[config.mk]
export PLATFORM = sky130hd
export DESIGN_NAME = uart_mmio_flat
export DESIGN_NICKNAME = d
export VERILOG_FILES = /design/src/rtl/uart_mmio_if.sv /design/src/rtl/uart_mmio.sv /design/src/flat_wrapper.sv
export SDC_FILE = /design/constraint.sdc
export NUM_CORES = 1
export LEC_CHECK = 0
export ABC_CLOCK_PERIOD_IN_PS = 4520
export CAP_MARGIN = 40
export CELL_PAD_IN_SITES_DETAIL_PLACEMENT = 1
export CELL_PAD_IN_SITES_GLOBAL_PLACEMENT = 1
export CORE_MARGIN = 2
export CORE_UTILIZATION = 45
export DETAILED_ROUTE_END_ITERATION = 8
export GPL_TIMING_DRIVEN = 0
export HOLD_SLACK_MARGIN = 0.15
export PLACE_DENSITY = 0.77
export SLEW_MARGIN = 5
export SYNTH_ARGS = -nofsm -noshare
export SYNTH_HDL_FRONTEND = slang
export SYNTH_SLANG_ARGS = --single-unit
[constraint.sdc]
create_clock -name clk -period 4.52 [get_ports clk]
set_clock_uncertainty 0.05 [all_clocks]
set_input_delay 1.356 -clock clk [delete_from_list [all_inputs] [get_ports clk]]
set_output_delay 1.356 -clock clk [all_outputs]
set_load 0.05 [all_outputs]
[src/rtl/uart_mmio_if.sv]
// uart_mmio_if
//  CPU data-bus bundle shared by the CPU (master) and the uart_mmio peripheral (slave).
//  wr_valid/wr_addr/wr_data : one-cycle write strobe with byte address and data
//  rd_en/rd_addr            : one-cycle read strobe with byte address
//  rd_data/rd_hit           : registered read response, valid the cycle after rd_en
interface uart_mmio_if;
    logic        wr_valid;
    logic [31:0] wr_addr;
    logic [31:0] wr_data;
    logic        rd_en;
    logic [31:0] rd_addr;
    logic [31:0] rd_data;
    logic        rd_hit;

    modport master (output wr_valid, wr_addr, wr_data, rd_en, rd_addr,
                    input  rd_data, rd_hit);
    modport slave  (input  wr_valid, wr_addr, wr_data, rd_en, rd_addr,
                    output rd_data, rd_hit);
endinterface

[src/rtl/uart_mmio.sv]
// uart_mmio
//  Memory-mapped full-duplex 8N1 UART with TX/RX FIFOs, status/control registers,
//  sticky error flags and a registered level interrupt.
//  Ports:
//   clk, i_reset   system clock, asynchronous active-high reset
//   bus            CPU bus slave (write strobe, read strobe, registered read data/hit)
//   uart_txd_in    serial receive line, asynchronous to clk
//   uart_rxd_out   serial transmit line, idle high
//   irq            level interrupt
//  Register window (16 bytes at BASE_ADDR): +0 TXDATA, +4 RXDATA, +8 STATUS, +C CTRL.
module uart_mmio #(
    parameter logic [31:0] BASE_ADDR    = 32'h0000_1000,
    parameter int          CLKS_PER_BIT = 868,
    parameter int          TX_DEPTH     = 16,
    parameter int          RX_DEPTH     = 16
) (
    input  logic       clk,
    input  logic       i_reset,
    uart_mmio_if.slave bus,
    input  logic       uart_txd_in,
    output logic       uart_rxd_out,
    output logic       irq
);
    localparam int TW  = $clog2(CLKS_PER_BIT + 1);
    localparam int TAW = $clog2(TX_DEPTH);
    localparam int RAW = $clog2(RX_DEPTH);
    localparam int TCW = TAW + 1;
    localparam int RCW = RAW + 1;
    localparam logic [TW-1:0] BIT_LAST  = TW'(CLKS_PER_BIT - 1);
    localparam logic [TW-1:0] HALF_LAST = TW'(CLKS_PER_BIT / 2 - 1);

    typedef enum logic [1:0] {S_IDLE, S_START, S_DATA, S_STOP} uart_state_t;

    // Address decode: only bits [31:4] select the window, [3:2] pick the register.
    logic wr_sel, rd_sel, wr_txdata, wr_status, wr_ctrl, rd_rxdata;
    assign wr_sel    = bus.wr_valid && (bus.wr_addr[31:4] == BASE_ADDR[31:4]);
    assign rd_sel    = bus.rd_en && (bus.rd_addr[31:4] == BASE_ADDR[31:4]);
    assign wr_txdata = wr_sel && (bus.wr_addr[3:2] == 2'd0);
    assign wr_status = wr_sel && (bus.wr_addr[3:2] == 2'd2);
    assign wr_ctrl   = wr_sel && (bus.wr_addr[3:2] == 2'd3);
    assign rd_rxdata = rd_sel && (bus.rd_addr[3:2] == 2'd1);

    logic unused_bits;
    assign unused_bits = ^{bus.wr_addr[1:0], bus.wr_data[31:8], bus.rd_addr[1:0]};

    // TX FIFO. A push into a full FIFO still lands when the FSM pops in the same cycle.
    logic [7:0]     tx_mem [TX_DEPTH];
    logic [TAW-1:0] tx_wptr, tx_rptr;
    logic [TCW-1:0] tx_count;
    logic           tx_full, tx_empty, tx_pop, tx_push;
    logic [7:0]     tx_head;
    assign tx_full  = (tx_count == TCW'(TX_DEPTH));
    assign tx_empty = (tx_count == '0);
    assign tx_push  = wr_txdata && (!tx_full || tx_pop);
    assign tx_head  = tx_mem[tx_rptr];

    always_ff @(posedge clk or posedge i_reset) begin
        if (i_reset) begin
            tx_wptr  <= '0;
            tx_rptr  <= '0;
            tx_count <= '0;
        end else begin
            if (tx_push) tx_wptr <= tx_wptr + TAW'(1);
            if (tx_pop)  tx_rptr <= tx_rptr + TAW'(1);
            tx_count <= tx_count + TCW'(tx_push) - TCW'(tx_pop);
        end
    end

    always_ff @(posedge clk) begin
        if (tx_push) tx_mem[tx_wptr] <= bus.wr_data[7:0];
    end

    // RX FIFO. Pops only on an RXDATA read while non-empty.
    logic [7:0]     rx_mem [RX_DEPTH];
    logic [RAW-1:0] rx_wptr, rx_rptr;
    logic [RCW-1:0] rx_count;
    logic           rx_full, rx_empty, rx_pop, rx_push, rx_push_ok;
    logic [7:0]     rx_head;
    assign rx_full    = (rx_count == RCW'(RX_DEPTH));
    assign rx_empty   = (rx_count == '0);
    assign rx_pop     = rd_rxdata && !rx_empty;
    assign rx_push_ok = rx_push && (!rx_full || rx_pop);
    assign rx_head    = rx_mem[rx_rptr];

    always_ff @(posedge clk or posedge i_reset) begin
        if (i_reset) begin
            rx_wptr  <= '0;
            rx_rptr  <= '0;
            rx_count <= '0;
        end else begin
            if (rx_push_ok) rx_wptr <= rx_wptr + RAW'(1);
            if (rx_pop)     rx_rptr <= rx_rptr + RAW'(1);
            rx_count <= rx_count + RCW'(rx_push_ok) - RCW'(rx_pop);
        end
    end

    // RX shift register holds the assembled byte by the time it is pushed.
    logic [7:0] rx_shift;
    always_ff @(posedge clk) begin
        if (rx_push_ok) rx_mem[rx_wptr] <= rx_shift;
    end

    // TX FSM state register. The line register resets high so a reset mid-frame
    // releases the line at once.
    uart_state_t tx_state, tx_state_n;
    logic [TW-1:0] tx_timer, tx_timer_n;
    logic [2:0]    tx_bit, tx_bit_n;
    logic [7:0]    tx_shift, tx_shift_n;
    logic          tx_line, tx_line_n, tx_busy;
    assign tx_busy      = (tx_state != S_IDLE);
    assign uart_rxd_out = tx_line;

    always_ff @(posedge clk or posedge i_reset) begin
        if (i_reset) begin
            tx_state <= S_IDLE;
            tx_timer <= '0;
            tx_bit   <= '0;
            tx_shift <= '0;
            tx_line  <= 1'b1;
        end else begin
            tx_state <= tx_state_n;
            tx_timer <= tx_timer_n;
            tx_bit   <= tx_bit_n;
            tx_shift <= tx_shift_n;
            tx_line  <= tx_line_n;
        end
    end

    // TX next state. The end of STOP pops the next byte directly into START so
    // consecutive frames leave no idle gap on the line.
    always_comb begin
        tx_state_n = tx_state;
        tx_timer_n = tx_timer;
        tx_bit_n   = tx_bit;
        tx_shift_n = tx_shift;
        tx_line_n  = tx_line;
        tx_pop     = 1'b0;
        case (tx_state)
            S_IDLE: begin
                if (!tx_empty) begin
                    tx_pop     = 1'b1;
                    tx_state_n = S_START;
                    tx_timer_n = '0;
                    tx_shift_n = tx_head;
                    tx_line_n  = 1'b0;
                end
            end
            S_START: begin
                tx_timer_n = tx_timer + TW'(1);
                if (tx_timer == BIT_LAST) begin
                    tx_timer_n = '0;
                    tx_bit_n   = '0;
                    tx_line_n  = tx_shift[0];
                    tx_state_n = S_DATA;
                end
            end
            S_DATA: begin
                tx_timer_n = tx_timer + TW'(1);
                if (tx_timer == BIT_LAST) begin
                    tx_timer_n = '0;
                    if (tx_bit == 3'd7) begin
                        tx_state_n = S_STOP;
                        tx_line_n  = 1'b1;
                    end else begin
                        tx_bit_n   = tx_bit + 3'd1;
                        tx_shift_n = {1'b0, tx_shift[7:1]};
                        tx_line_n  = tx_shift[1];
                    end
                end
            end
            S_STOP: begin
                tx_timer_n = tx_timer + TW'(1);
                if (tx_timer == BIT_LAST) begin
                    tx_timer_n = '0;
                    if (!tx_empty) begin
                        tx_pop     = 1'b1;
                        tx_state_n = S_START;
                        tx_shift_n = tx_head;
                        tx_line_n  = 1'b0;
                    end else begin
                        tx_state_n = S_IDLE;
                    end
                end
            end
            default: tx_state_n = S_IDLE;
        endcase
    end

    // RX synchroniser plus one more flop of history for falling-edge detection.
    logic [1:0] rx_sync;
    logic       rx_in, rx_prev;
    assign rx_in = rx_sync[1];

    uart_state_t rx_state, rx_state_n;
    logic [TW-1:0] rx_timer, rx_timer_n;
    logic [2:0]    rx_bit, rx_bit_n;
    logic [7:0]    rx_shift_n;
    logic          rx_ferr;

    always_ff @(posedge clk or posedge i_reset) begin
        if (i_reset) begin
            rx_sync  <= 2'b11;
            rx_prev  <= 1'b1;
            rx_state <= S_IDLE;
            rx_timer <= '0;
            rx_bit   <= '0;
            rx_shift <= '0;
        end else begin
            rx_sync  <= {rx_sync[0], uart_txd_in};
            rx_prev  <= rx_in;
            rx_state <= rx_state_n;
            rx_timer <= rx_timer_n;
            rx_bit   <= rx_bit_n;
            rx_shift <= rx_shift_n;
        end
    end

    // RX next state. START re-checks the line half a bit after the edge, which
    // both rejects glitches and aligns the later samples to bit centres.
    always_comb begin
        rx_state_n = rx_state;
        rx_timer_n = rx_timer;
        rx_bit_n   = rx_bit;
        rx_shift_n = rx_shift;
        rx_push    = 1'b0;
        rx_ferr    = 1'b0;
        case (rx_state)
            S_IDLE: begin
                if (rx_prev && !rx_in) begin
                    rx_state_n = S_START;
                    rx_timer_n = '0;
                end
            end
            S_START: begin
                rx_timer_n = rx_timer + TW'(1);
                if (rx_timer == HALF_LAST) begin
                    rx_timer_n = '0;
                    rx_bit_n   = '0;
                    rx_state_n = rx_in ? S_IDLE : S_DATA;
                end
            end
            S_DATA: begin
                rx_timer_n = rx_timer + TW'(1);
                if (rx_timer == BIT_LAST) begin
                    rx_timer_n = '0;
                    rx_shift_n = {rx_in, rx_shift[7:1]};
                    rx_bit_n   = rx_bit + 3'd1;
                    if (rx_bit == 3'd7) rx_state_n = S_STOP;
                end
            end
            S_STOP: begin
                rx_timer_n = rx_timer + TW'(1);
                if (rx_timer == BIT_LAST) begin
                    rx_timer_n = '0;
                    rx_state_n = S_IDLE;
                    rx_push    = rx_in;
                    rx_ferr    = !rx_in;
                end
            end
            default: rx_state_n = S_IDLE;
        endcase
    end

    // Register read mux; RXDATA reads as zero while the FIFO is empty.
    logic [1:0]  ctrl;
    logic        rx_overrun, frame_err, tx_overflow;
    logic [7:0]  status;
    logic [31:0] rd_word;
    assign status = {tx_overflow, frame_err, tx_busy, rx_overrun,
                     rx_full, rx_empty, tx_empty, tx_full};

    always_comb begin
        rd_word = '0;
        case (bus.rd_addr[3:2])
            2'd1:    rd_word = rx_empty ? 32'd0 : {23'd0, 1'b1, rx_head};
            2'd2:    rd_word = {24'd0, status};
            2'd3:    rd_word = {30'd0, ctrl};
            default: rd_word = '0;
        endcase
    end

    // Control, sticky flags, read response and interrupt. A flag being set in
    // the same cycle as its W1C wins, so no event is lost.
    always_ff @(posedge clk or posedge i_reset) begin
        if (i_reset) begin
            bus.rd_data <= '0;
            bus.rd_hit  <= 1'b0;
            ctrl        <= '0;
            rx_overrun  <= 1'b0;
            frame_err   <= 1'b0;
            tx_overflow <= 1'b0;
            irq         <= 1'b0;
        end else begin
            bus.rd_hit  <= rd_sel;
            bus.rd_data <= rd_sel ? rd_word : 32'd0;
            if (wr_ctrl) ctrl <= bus.wr_data[1:0];
            if (wr_status && bus.wr_data[4]) rx_overrun  <= 1'b0;
            if (wr_status && bus.wr_data[6]) frame_err   <= 1'b0;
            if (wr_status && bus.wr_data[7]) tx_overflow <= 1'b0;
            if (rx_push && rx_full && !rx_pop)     rx_overrun  <= 1'b1;
            if (rx_ferr)                           frame_err   <= 1'b1;
            if (wr_txdata && tx_full && !tx_pop)   tx_overflow <= 1'b1;
            irq <= (ctrl[0] && !rx_empty) || (ctrl[1] && tx_empty && !tx_busy)
                   || rx_overrun || frame_err;
        end
    end
endmodule

[src/flat_wrapper.sv]
// flat-port wrapper written by rule: the top's interface ports become plain ports
module uart_mmio_flat 
#(
    parameter logic [31:0] BASE_ADDR    = 32'h0000_1000,
    parameter int          CLKS_PER_BIT = 868,
    parameter int          TX_DEPTH     = 16,
    parameter int          RX_DEPTH     = 16
)
  (clk, i_reset, uart_txd_in, uart_rxd_out, irq, bus_wr_valid, bus_wr_addr, bus_wr_data, bus_rd_en, bus_rd_addr, bus_rd_data, bus_rd_hit);
  uart_mmio_if bus_i ();
  input  logic clk;
  input  logic i_reset;
  input  logic uart_txd_in;
  output logic uart_rxd_out;
  output logic irq;
  input wire logic [$bits(bus_i.wr_valid)-1:0] bus_wr_valid;
  input wire logic [$bits(bus_i.wr_addr)-1:0] bus_wr_addr;
  input wire logic [$bits(bus_i.wr_data)-1:0] bus_wr_data;
  input wire logic [$bits(bus_i.rd_en)-1:0] bus_rd_en;
  input wire logic [$bits(bus_i.rd_addr)-1:0] bus_rd_addr;
  output wire logic [$bits(bus_i.rd_data)-1:0] bus_rd_data;
  output wire logic [$bits(bus_i.rd_hit)-1:0] bus_rd_hit;
  assign bus_i.wr_valid = bus_wr_valid;
  assign bus_i.wr_addr = bus_wr_addr;
  assign bus_i.wr_data = bus_wr_data;
  assign bus_i.rd_en = bus_rd_en;
  assign bus_i.rd_addr = bus_rd_addr;
  assign bus_rd_data = bus_i.rd_data;
  assign bus_rd_hit = bus_i.rd_hit;
  uart_mmio #(.BASE_ADDR(BASE_ADDR), .CLKS_PER_BIT(CLKS_PER_BIT), .TX_DEPTH(TX_DEPTH), .RX_DEPTH(RX_DEPTH)) u_core (.clk(clk), .i_reset(i_reset), .bus(bus_i), .uart_txd_in(uart_txd_in), .uart_rxd_out(uart_rxd_out), .irq(irq));
endmodule
# == Word-level counts from Yosys, hierarchy flattened ==
# Memories as Yosys holds them, arrays and structs flattened.
# Cells that the tools add are included.
# word_totals
regBits,115
ramBits,256
output_inout_bits,35
wordCells,181
mem_count,2
# classes
n_addsub,12
n_eq_ne,31
n_mux,59
reduce_logical,53
# mem_list
name,words,width,read_ports,rd_ports_with_merged_regs,wr,line_no,rtl
u_core.rx_mem,16,8,1,0,1,uart_mmio.sv:74,logic [7:0] rx_mem [RX_DEPTH];
u_core.tx_mem,16,8,1,0,1,uart_mmio.sv:47,logic [7:0] tx_mem [TX_DEPTH];
# op_table
operator,n
$pmux W32 S3,1
$eq A28 B9 Y1 const B,2
$mux W10,5
$mux W32,1
$mux W8,4
$pmux W10 S3,1
$pmux W8 S3,1
$mux W1,22
$mux W2,11
$add A10 B1 Y10 const B,2
$eq A10 B10 Y1 const B,2
$logic_and A1 B1 Y1,20
$pmux W10 S2,1
$ne A2 B1 Y1 const B,9
$add A4 B1 Y4 const B,4
$eq A2 B2 Y1 const B,8
$pmux W2 S4,2
$mux W3,5
$pmux W3 S2,2
$reduce_bool A2 Y1,6
$add A5 B1 Y5,2
$eq A10 B9 Y1 const B,1
$eq A5 B5 Y1 const B,2
$logic_not A5 Y1,2
other kinds (18),39

# == Depth between registers and ports, before layout ==
# Gate-level depths: netlist of the first run.
# depth
depth_word,8
depth_mapped,17

# == Worst setup path before layout of the first run ==
# OpenSTA, ideal clock, no wires.
# synth_timing
path_type,input port to flip-flop
startpoint,input port bus_wr_addr[28]
endpoint,"memory u_core.tx_mem[1][0], enable pin"
t_arrival_ns,3.516
required_time_ns,4.072
path_slack_ns,0.556
cell_stages,5
path_buffers,0
path_cell_list,nor4b_1 > nand4_1 > nor3_1 > nand3b_4 > nor4b_1
# synth_between
elab_chain_len,6
# synth_rtl
element,line_no,rtl
start: declaration,flat_wrapper.sv:17,input wire logic [$bits(bus_i.wr_addr)-1:0] bus_wr_addr;
$eq A28 B9 Y1,uart_mmio.sv:36,assign wr_sel = bus.wr_valid && (bus.wr_addr[31:4] == BASE_ADDR[31:4]);
$logic_and A1 B1 Y1,uart_mmio.sv:36,
$logic_and A1 B1 Y1,uart_mmio.sv:38,assign wr_txdata = wr_sel && (bus.wr_addr[3:2] == 2'd0);
$logic_and A1 B1 Y1,uart_mmio.sv:54,assign tx_push = wr_txdata && (!tx_full || tx_pop);
$mux W1,uart_mmio.sv:70,if (tx_push) tx_mem[tx_wptr] <= bus.wr_data[7:0];
$mux W1 (implied by the code),uart_mmio.sv:70,
end: declaration,uart_mmio.sv:47,
# Every way passes these cells.

# == Worst setup path in the final report of the first run ==
# layout_timing
startpoint,input port bus_rd_addr[2]
endpoint,register u_core.rx_count[4]
# layout_between
elab_chain_len,7
# layout_rtl
element,line_no,rtl
start: declaration,flat_wrapper.sv:20,input wire logic [$bits(bus_i.rd_addr)-1:0] bus_rd_addr;
$eq A2 B1 Y1,uart_mmio.sv:41,assign rd_rxdata = rd_sel && (bus.rd_addr[3:2] == 2'd1);
$logic_and A1 B1 Y1,uart_mmio.sv:41,
$logic_and A1 B1 Y1,uart_mmio.sv:81,assign rx_pop = rd_rxdata && !rx_empty;
via u_core.rx_pop,uart_mmio.sv:77,"logic rx_full, rx_empty, rx_pop, rx_push, rx_push_ok;"
$logic_or A1 B1 Y1,uart_mmio.sv:82,assign rx_push_ok = rx_push && (!rx_full || rx_pop);
$logic_and A1 B1 Y1,uart_mmio.sv:82,
via u_core.rx_push_ok,uart_mmio.sv:77,
$add A5 B1 Y5,uart_mmio.sv:93,rx_count <= rx_count + RCW'(rx_push_ok) - RCW'(rx_pop);
$sub A5 B1 Y5,uart_mmio.sv:93,
end signal: assignment,uart_mmio.sv:93,
end: declaration,uart_mmio.sv:76,logic [RCW-1:0] rx_count;
# The timed path passes the listed nets, and every way through them passes these cells.
# A chain may end at the register's enable or synchronous reset.

==> results of run 1 <==
## placed cells by master, fill, tap and decap left out, types with 7 or more instances in the layout
cell	n
a21o_1	11
a21oi_1	12
a221oi_1	20
a22o_1	7
a22oi_1	14
and3_1	9
and4_1	8
and4b_1	16
buf_2	8
buf_4	36
clkbuf_1	31
clkbuf_16	39
clkdlybuf4s50_1	83
clkinv_2	7
conb_1	23
dfrtp_1	88
edfxtp_1	256
ha_1	38
inv_1	37
mux2_2	15
mux2i_1	42
mux4_2	50
nand2_1	44
nand3_1	12
nand4_1	9
nor2_1	32
nor3_1	11
nor4_1	10
nor4b_2	9
o21ai_0	41
xnor2_1	19
xor2_1	7
## layer usage
| layer | vias to the layer above | part of all wire [%] | wire (um) | track usage [%] |
|---|---|---|---|---|
| met2 | 261 | 52 | 19700 | 38.7 |
| met4 | 0 | 3.7 | 1380 | 8.30 |
| met3 | 77 | 4.6 | 1720 | 3.10 |
| li1 | 4051 | - | - | - |
| met1 | 4651 | 39 | 14900 | 27.1 |
| met5 | - | 0 | 0 | 0 |
## state kept, by name, summed over array words and instances (netlist names), 3 cells and up, named ones only
register	flops
u_core.rx_wptr	4
u_core.tx_count	5
u_core.bus.rd_data	9
u_core.tx_wptr	4
u_core.rx_rptr	4
u_core.tx_rptr	4
u_core.rx_mem	128
u_core.rx_shift	8
u_core.tx_shift	8
u_core.tx_timer	10
u_core.rx_timer	10
u_core.rx_bit	3
u_core.tx_bit	3
u_core.rx_count	5
u_core.tx_mem	128
## worst min-delay path by stage
stage                        end  slack (ps)  cells after the start
2_1_floorplan  u_core.rx_sync[1]         300                      0
3_3_place_gp   u_core.rx_sync[1]         300                      0
3_5_place_dp   u_core.rx_sync[1]         300                      0
4_1_cts        u_core.rx_sync[1]         310                      0
5_1_grt        u_core.rx_sync[1]         310                      0
6_report       u_core.rx_sync[1]         310                      0
## where the power goes
part	switching, W	internal [W]	total, W
sequential	0.0000241	0.00344	0.00346
clock	0.00127	0.00186	0.00313
combinational	0.000255	0.000161	0.000416
total	0.00155	0.00546	0.00701
## what timing repair did
action	CTS	global route
setup buffers	1	0
endpoints found under the setup margin	67	2
gates resized for setup	1	3
pin swaps	1	1
## logic make-up after synthesis
kind of cell    count (synthesis)  share of synthesized area [%]
flops                         348                           66.1
simple gates                  192                           7.53
compound gates                143                           6.80
mux                           107                           11.3
buf+inv                       101                           3.29
fa+ha+maj                      40                           3.41
xor+xnor                       26                           1.51
other cells                     1                         0.0248
## worst reg2reg max path, cell delays in order, from the launching register on
cell and delay (ps):
dfrtp_1 400, ha_1 240, or4b_1 450, clkbuf_2 170, o41a_1 460, o2111ai_4 330, nand3b_4 180, clkinv_2 130
buf_6 150, ha_1 180, inv_1 60, fa_1 430, inv_1 80, a21oi_1 60, nor2_1 80, nor2_1 60
xnor2_1 120
## per-stage QoR
stage                     utilization (%)  worst slack [ps]
after CTS                            54.2               111
after floorplan                         -               556
after detailed placement             50.4              -922
after global placement               49.9             -1440
final                                54.3               270
after global routing                 54.3              25.3
## cell type report
type	count	area share [%]
sequential	348	55.3
multi-input combinational	531	26.5
clock buffer	49	5.72
timing repair buffer	97	5.27
tap	448	3.10
buffer	60	1.91
clock inverter	21	1.29
inverter	41	0.873
antenna	1	0.0139
==> results by group, run 1 <==
Clocking
  – Maximum level of the CTS H-tree: 2
  – Clock latency on the worst-skew pair: 540 ps
  – CTS Buf Count: 38
  – CTS sink count: 348
  – CTS tree: yes
  – Clock Tree Buf Depth: 3
  – Hold-fix buffers, CTS: 0
  – Clock-pin transition on the worst setup and hold timing paths: 60 ps
  – Root Buffer: clkbuf_16

STA
  – # setup viols final: 0
  – RSZ-0062 raised after global routing: no
  – Final period utilization: 94.0%
  – Worst slew pin tran: 907 ps
  – Fmax: 235 MHz
  – Post-layout min period: 4250 ps
  – Setup TNS: 0 ps
  – Slew HR: 39.6%
  – Worst hold margin: 306 ps
  – Slew Limit Fails: 0
  – Final hold viol count: 0

Layout
  – Layout Nets: 1,258
  – Finished Cell Area: 18,100 um^2
  – Area grow syn2layout: 19.4%
  – Layout cells sized above 1: 17.4%
  – Finished Layout Cells: 1,596
  – Storage cell area: 9990 um^2
  – Area of the multi-input gates: 4780 um^2
  – FILL cells: 3,185

Route
  – Overall routed net length: 37,700 um
  – DR iter-0 viols: 471
  – DRT antenna net count: 0
  – Total number of vias: 9,040
  – DR vias/cell: 5.66
  – DRC: 0
  – TritonRoute pass-1 iters: 5
  – WL/cell: 23.6 um

Worst hold path
  – Hold path startpoint: u_core.rx_sync[0]
  – Worst min-delay path category: reg -> reg

Critical path
  – Worst Path Buf+Inv: 6
  – Critical Path Fanout Max: 10
  – WS Path Type: in -> reg
  – CP most frequent cell: inv_1
  – Slowest cell on crit path: clkdlybuf4s50_1
  – Flop-to-flop setup slack: 780 ps
  – Startpoint Class: input pin
  – R2r worst-path depth: 16
  – Instance count on the critical path: 15
  – WP data required: 4900 ps
  – Crit path cell chain: clkdlybuf4s50_1, inv_1, or3_1, nor3_4, o21ai_2, inv_1, clkbuf_4, ha_1, inv_1, fa_1, inv_1, a21oi_1, nor2_1, nor2_1, xnor2_1
  – Worst R2R End: u_core.tx_count[4]
  – CP Data Arrival Time: 4630 ps
  – Crit path max-delay family: buffers and inverters
  – Reg-to-reg startpoint: u_core.tx_timer[1]
  – CP Capture Point: u_core.rx_count[4]
  – CP max stage delay: 570 ps
  – Crit path from: bus_rd_addr[2]
  – Critical path endpoint category: flop

Yosys
  – Post-Syn Instances: 958
  – Yosys warns: 0
  – Yosys reg bits: 348
  – Seq/Total Area, Yosys: 66.1%
  – Most used DFF post-synth: edfxtp_1
  – Share of Yosys cell area claimed by the top area cell type: 50.8%
  – Mapped cell area: 15,100 um^2
  – Synth area leaders: edfxtp_1, dfrtp_1, mux4_2, ha_1, mux2i_1
  – Count leader, synth: edfxtp_1
  – Top post-synthesis cells by count: edfxtp_1, dfrtp_1, mux4_2, nand2_1, mux2i_1
  – Yosys top cell by area: edfxtp_1
  – Fraction of registers with async set/reset: 26.4%
  – Netlist cell types: 71
  – Syn_area_per_cell: 15.8 um^2
  – Post-synth EDFFs: 256

Placed design
  – DP HPWL: 26,000 um
  – Port Buffers: 83
  – Routability cong.: 0.778
  – Placement Cell Area: 16,800 um^2
  – Placed cell count: 1,524

Die
  – Die Width: 187 um
  – Row count: 67
  – Boundary Pins: 136
  – DIE AREA: 35,100 um^2
  – Starting Density: 45.4%
  – Die height: 187 um
  – Core area: 33,300 um^2

Job
  – Number of max-cap violations: 0

Pwr
  – Power Total: 0.00701 W
  – Max VDD drop: 0.337 mV
  – Leak: 7.02 nW
  – PwrDens: 388 nW/um^2

Global route
  – GRT Util Overall: 21.8%
  – Total global routing overflow: 0
  – Initial antenna violation count: 0
  – Number of global-route vias before repair: 9,912
  – Pin count of the biggest net entering global routing: 54
  – Global-route wire length before repair: 58,500 um

Run status
  – Outcome: complete, no violations
No activity file was read; power rests on OpenSTA's default activity.
==> inputs of run 2 (changes only) <==
--- a/config.mk
+++ b/config.mk
@@ -5,7 +5,7 @@
 export SDC_FILE = /design/constraint.sdc
 export NUM_CORES = 1
 export LEC_CHECK = 0
-export ABC_CLOCK_PERIOD_IN_PS = 4520
+export ABC_CLOCK_PERIOD_IN_PS = 4690
 export CAP_MARGIN = 40
 export CELL_PAD_IN_SITES_DETAIL_PLACEMENT = 1
 export CELL_PAD_IN_SITES_GLOBAL_PLACEMENT = 1
==> constraint.sdc (replaced) <==
create_clock -name clk -period 4.69 [get_ports clk]
set_clock_uncertainty 0.05 [all_clocks]
set_input_delay 1.407 -clock clk [delete_from_list [all_inputs] [get_ports clk]]
set_output_delay 1.407 -clock clk [all_outputs]
set_load 0.05 [all_outputs]
==> run 2 against run 1 <==
  * Register-to-register slack improved by 170 ps
  * Sequential share of layout area about the same
  * Final area hardly changed
  * Worst setup slack better by 46 ps
  * Sequential cell count did not move
  * Critical path depth did not move
  * Final cell count unchanged
  * Total power down 3.6%
  * Routed wire length about the same
  * Critical path type unchanged
  * Critical endpoint unchanged
==> results by group, run 2 (synthesis gave the netlist of run 1 again) <==
Layout
  – Most common cell after layout, fill and taps aside: edfxtp_1
  – Largest registers: u_core.rx_mem (128), u_core.tx_mem (128)
  – Most frequent cells in the layout: edfxtp_1, dfrtp_1, clkdlybuf4s50_1
  – Finished Layout Cells: 1,596
  – Layout cells sized above 1: 17.3%
  – Area grow syn2layout: 19.4%
  – FILL cells: 3,186
  – Layout Nets: 1,258

Critical path
  – Crit path from: bus_rd_addr[2]
  – Crit path max-delay family: buffers and inverters
  – Worst Path Buf+Inv: 6
  – Critical Path Fanout Max: 10
  – CP max stage delay: 580 ps
  – CP Data Arrival Time: 4760 ps
  – Startpoint Class: input pin
  – Slowest cell on crit path: clkdlybuf4s50_1
  – Critical path endpoint category: flop
  – WP data required: 5070 ps
  – Crit path cell chain: clkdlybuf4s50_1, inv_1, or3_1, nor3_4, o21ai_2, inv_1, buf_2, ha_1, inv_1, fa_1, inv_1, a21oi_1, nor2_1, nor2_1, xnor2_1
  – Reg-to-reg startpoint: u_core.tx_timer[1]
  – WS Path Type: in -> reg
  – CP most frequent cell: inv_1

Route
  – Total number of vias: 9,077
  – DR iter-0 viols: 500
  – DR vias/cell: 5.69
  – DRT antenna net count: 0
  – TritonRoute pass-1 iters: 4
  – Overall routed net length: 37,700 um
  – DRC: 0
  – WL/cell: 23.6 um

Pwr
  – Sw frac: 22.1%
  – Leak: 7.02 nW
  – Clk pwr share: 44.6%
  – Logic pwr share: 5.9%
  – Power Total: 0.00675 W
  – Reg power frac: 49.4%
  – P_sw: 0.00149 W
  – Internal: 0.00526 W
  – PwrDens: 374 nW/um^2
  – Max VDD drop: 0.324 mV

STA
  – Worst slew pin tran: 880 ps
  – Slew HR: 41.3%
  – Post-layout min period: 4370 ps
  – Final period utilization: 93.3%
  – RSZ-0062 raised after global routing: no
  – # setup viols final: 0
  – Slew Limit Fails: 0
  – Fin worst setup slack: 316 ps
  – Final hold viol count: 0
  – Fmax: 229 MHz

Global route
  – Total global routing overflow: 0
  – Number of global-route vias before repair: 9,912
  – GRT Util Overall: 21.8%
  – Pin count of the biggest net entering global routing: 54
  – Initial antenna violation count: 0
  – Global-route wire length before repair: 58,500 um

Placed design
  – Worst slack, placed: -803 ps
  – Port Buffers: 83
  – Routability cong.: 0.778
  – Placed cell count: 1,524
  – DP HPWL: 26,000 um

Clocking
  – Hold-fix buffers, CTS: 0
  – Clock-pin transition on the worst setup and hold timing paths: 60 ps
  – CTS tree: yes
  – Maximum level of the CTS H-tree: 2
  – Clock latency on the worst-skew pair: 540 ps
  – CTS Buf Count: 38
  – Clock Tree Buf Depth: 3
  – CTS sink count: 348
  – Root Buffer: clkbuf_16

Die
  – Row count: 67
  – Starting Density: 45.4%
  – Boundary Pins: 136
  – Die Width: 187 um
  – Die height: 187 um
  – Core area: 33,300 um^2
  – DIE AREA: 35,100 um^2

Run status
  – Outcome: complete, no violations

Worst hold path
  – Worst min-delay path category: reg -> reg
  – Hold path startpoint: u_core.rx_sync[0]

Job
  – Number of max-cap violations: 0
-- run 2: cell types whose count changed in the layout (fill, tap and decap cells not counted), sizes merged --
cell	delta
buf	+1
clkbuf	-1
-- run 2: path summary, 6_finish.rpt --
path,cells after the start,to,slack [ps]
worst max register to register,16,u_core.tx_count[4],950
worst min-delay path,0,u_core.rx_sync[1],310
worst min register to register,0,u_core.rx_sync[1],310
max in group asynchronous,3,u_core.rx_sync[1],2600
min in group asynchronous,2,u_core.bus.rd_hit,1260
worst max-delay path,15,u_core.rx_count[4],320
-- run 2: worst reg2reg max path, stage by stage (launching register included) --
cell and delay, ps:
dfrtp_1 400, ha_1 240, or4b_1 450, clkbuf_2 170
o41a_1 460, o2111ai_4 330, nand3b_4 180, clkinv_2 130
buf_6 150, ha_1 180, inv_1 60, fa_1 430
inv_1 80, a21oi_1 60, nor2_1 80, nor2_1 60
xnor2_1 120
-- run 2: layout make-up --
type	count	area (um^2)	area share [%]
Sequential cell	348	9990	55.4
Multi-Input combinational cell	531	4780	26.5
Clock buffer	49	1030	5.72
Timing Repair Buffer	97	952	5.27
Tap cell	448	561	3.10
Buffer	60	343	1.90
Clock inverter	21	233	1.29
Inverter	41	158	0.873
Antenna cell	1	2.50	0.0139
-- run 2: power by group through the flow --
| stage | Clock (W) | Combinational [W] | Sequential [W] |
|---|---|---|---|
| floorplan | 0 | 0.000249 | 0.00339 |
| global placement | 0 | 0.000386 | 0.00340 |
| detailed placement | 0 | 0.000401 | 0.00340 |
| CTS | 0.00306 | 0.000404 | 0.00334 |
| global route | 0.00316 | 0.000442 | 0.00334 |
| finish | 0.00301 | 0.000400 | 0.00334 |
-- run 2: routing by layer --
layer	global-route usage (%)	routed length [um]
met1	27.1	15100
met2	38.7	19700
met3	3.10	1510
met4	8.30	1400
met5	0	0
-- run 2: stage by stage --
stage                     utilization (%)  hold slack [ps]  cell area, um^2  setup TNS [ps]
after floorplan                         -              295            15200               0
after global placement               49.9              298            16600         -185940
after detailed placement             50.4              299            16800          -48500
after CTS                            54.2              307            18000               0
after global routing                 54.2              314            18100               0
final                                54.3              306            18100               0
-- run 2: what timing repair did --
item	CTS	global route
gates resized for setup	1	1
pin swaps	1	0
buffers inserted	1	0
endpoints found under the setup margin	17	1
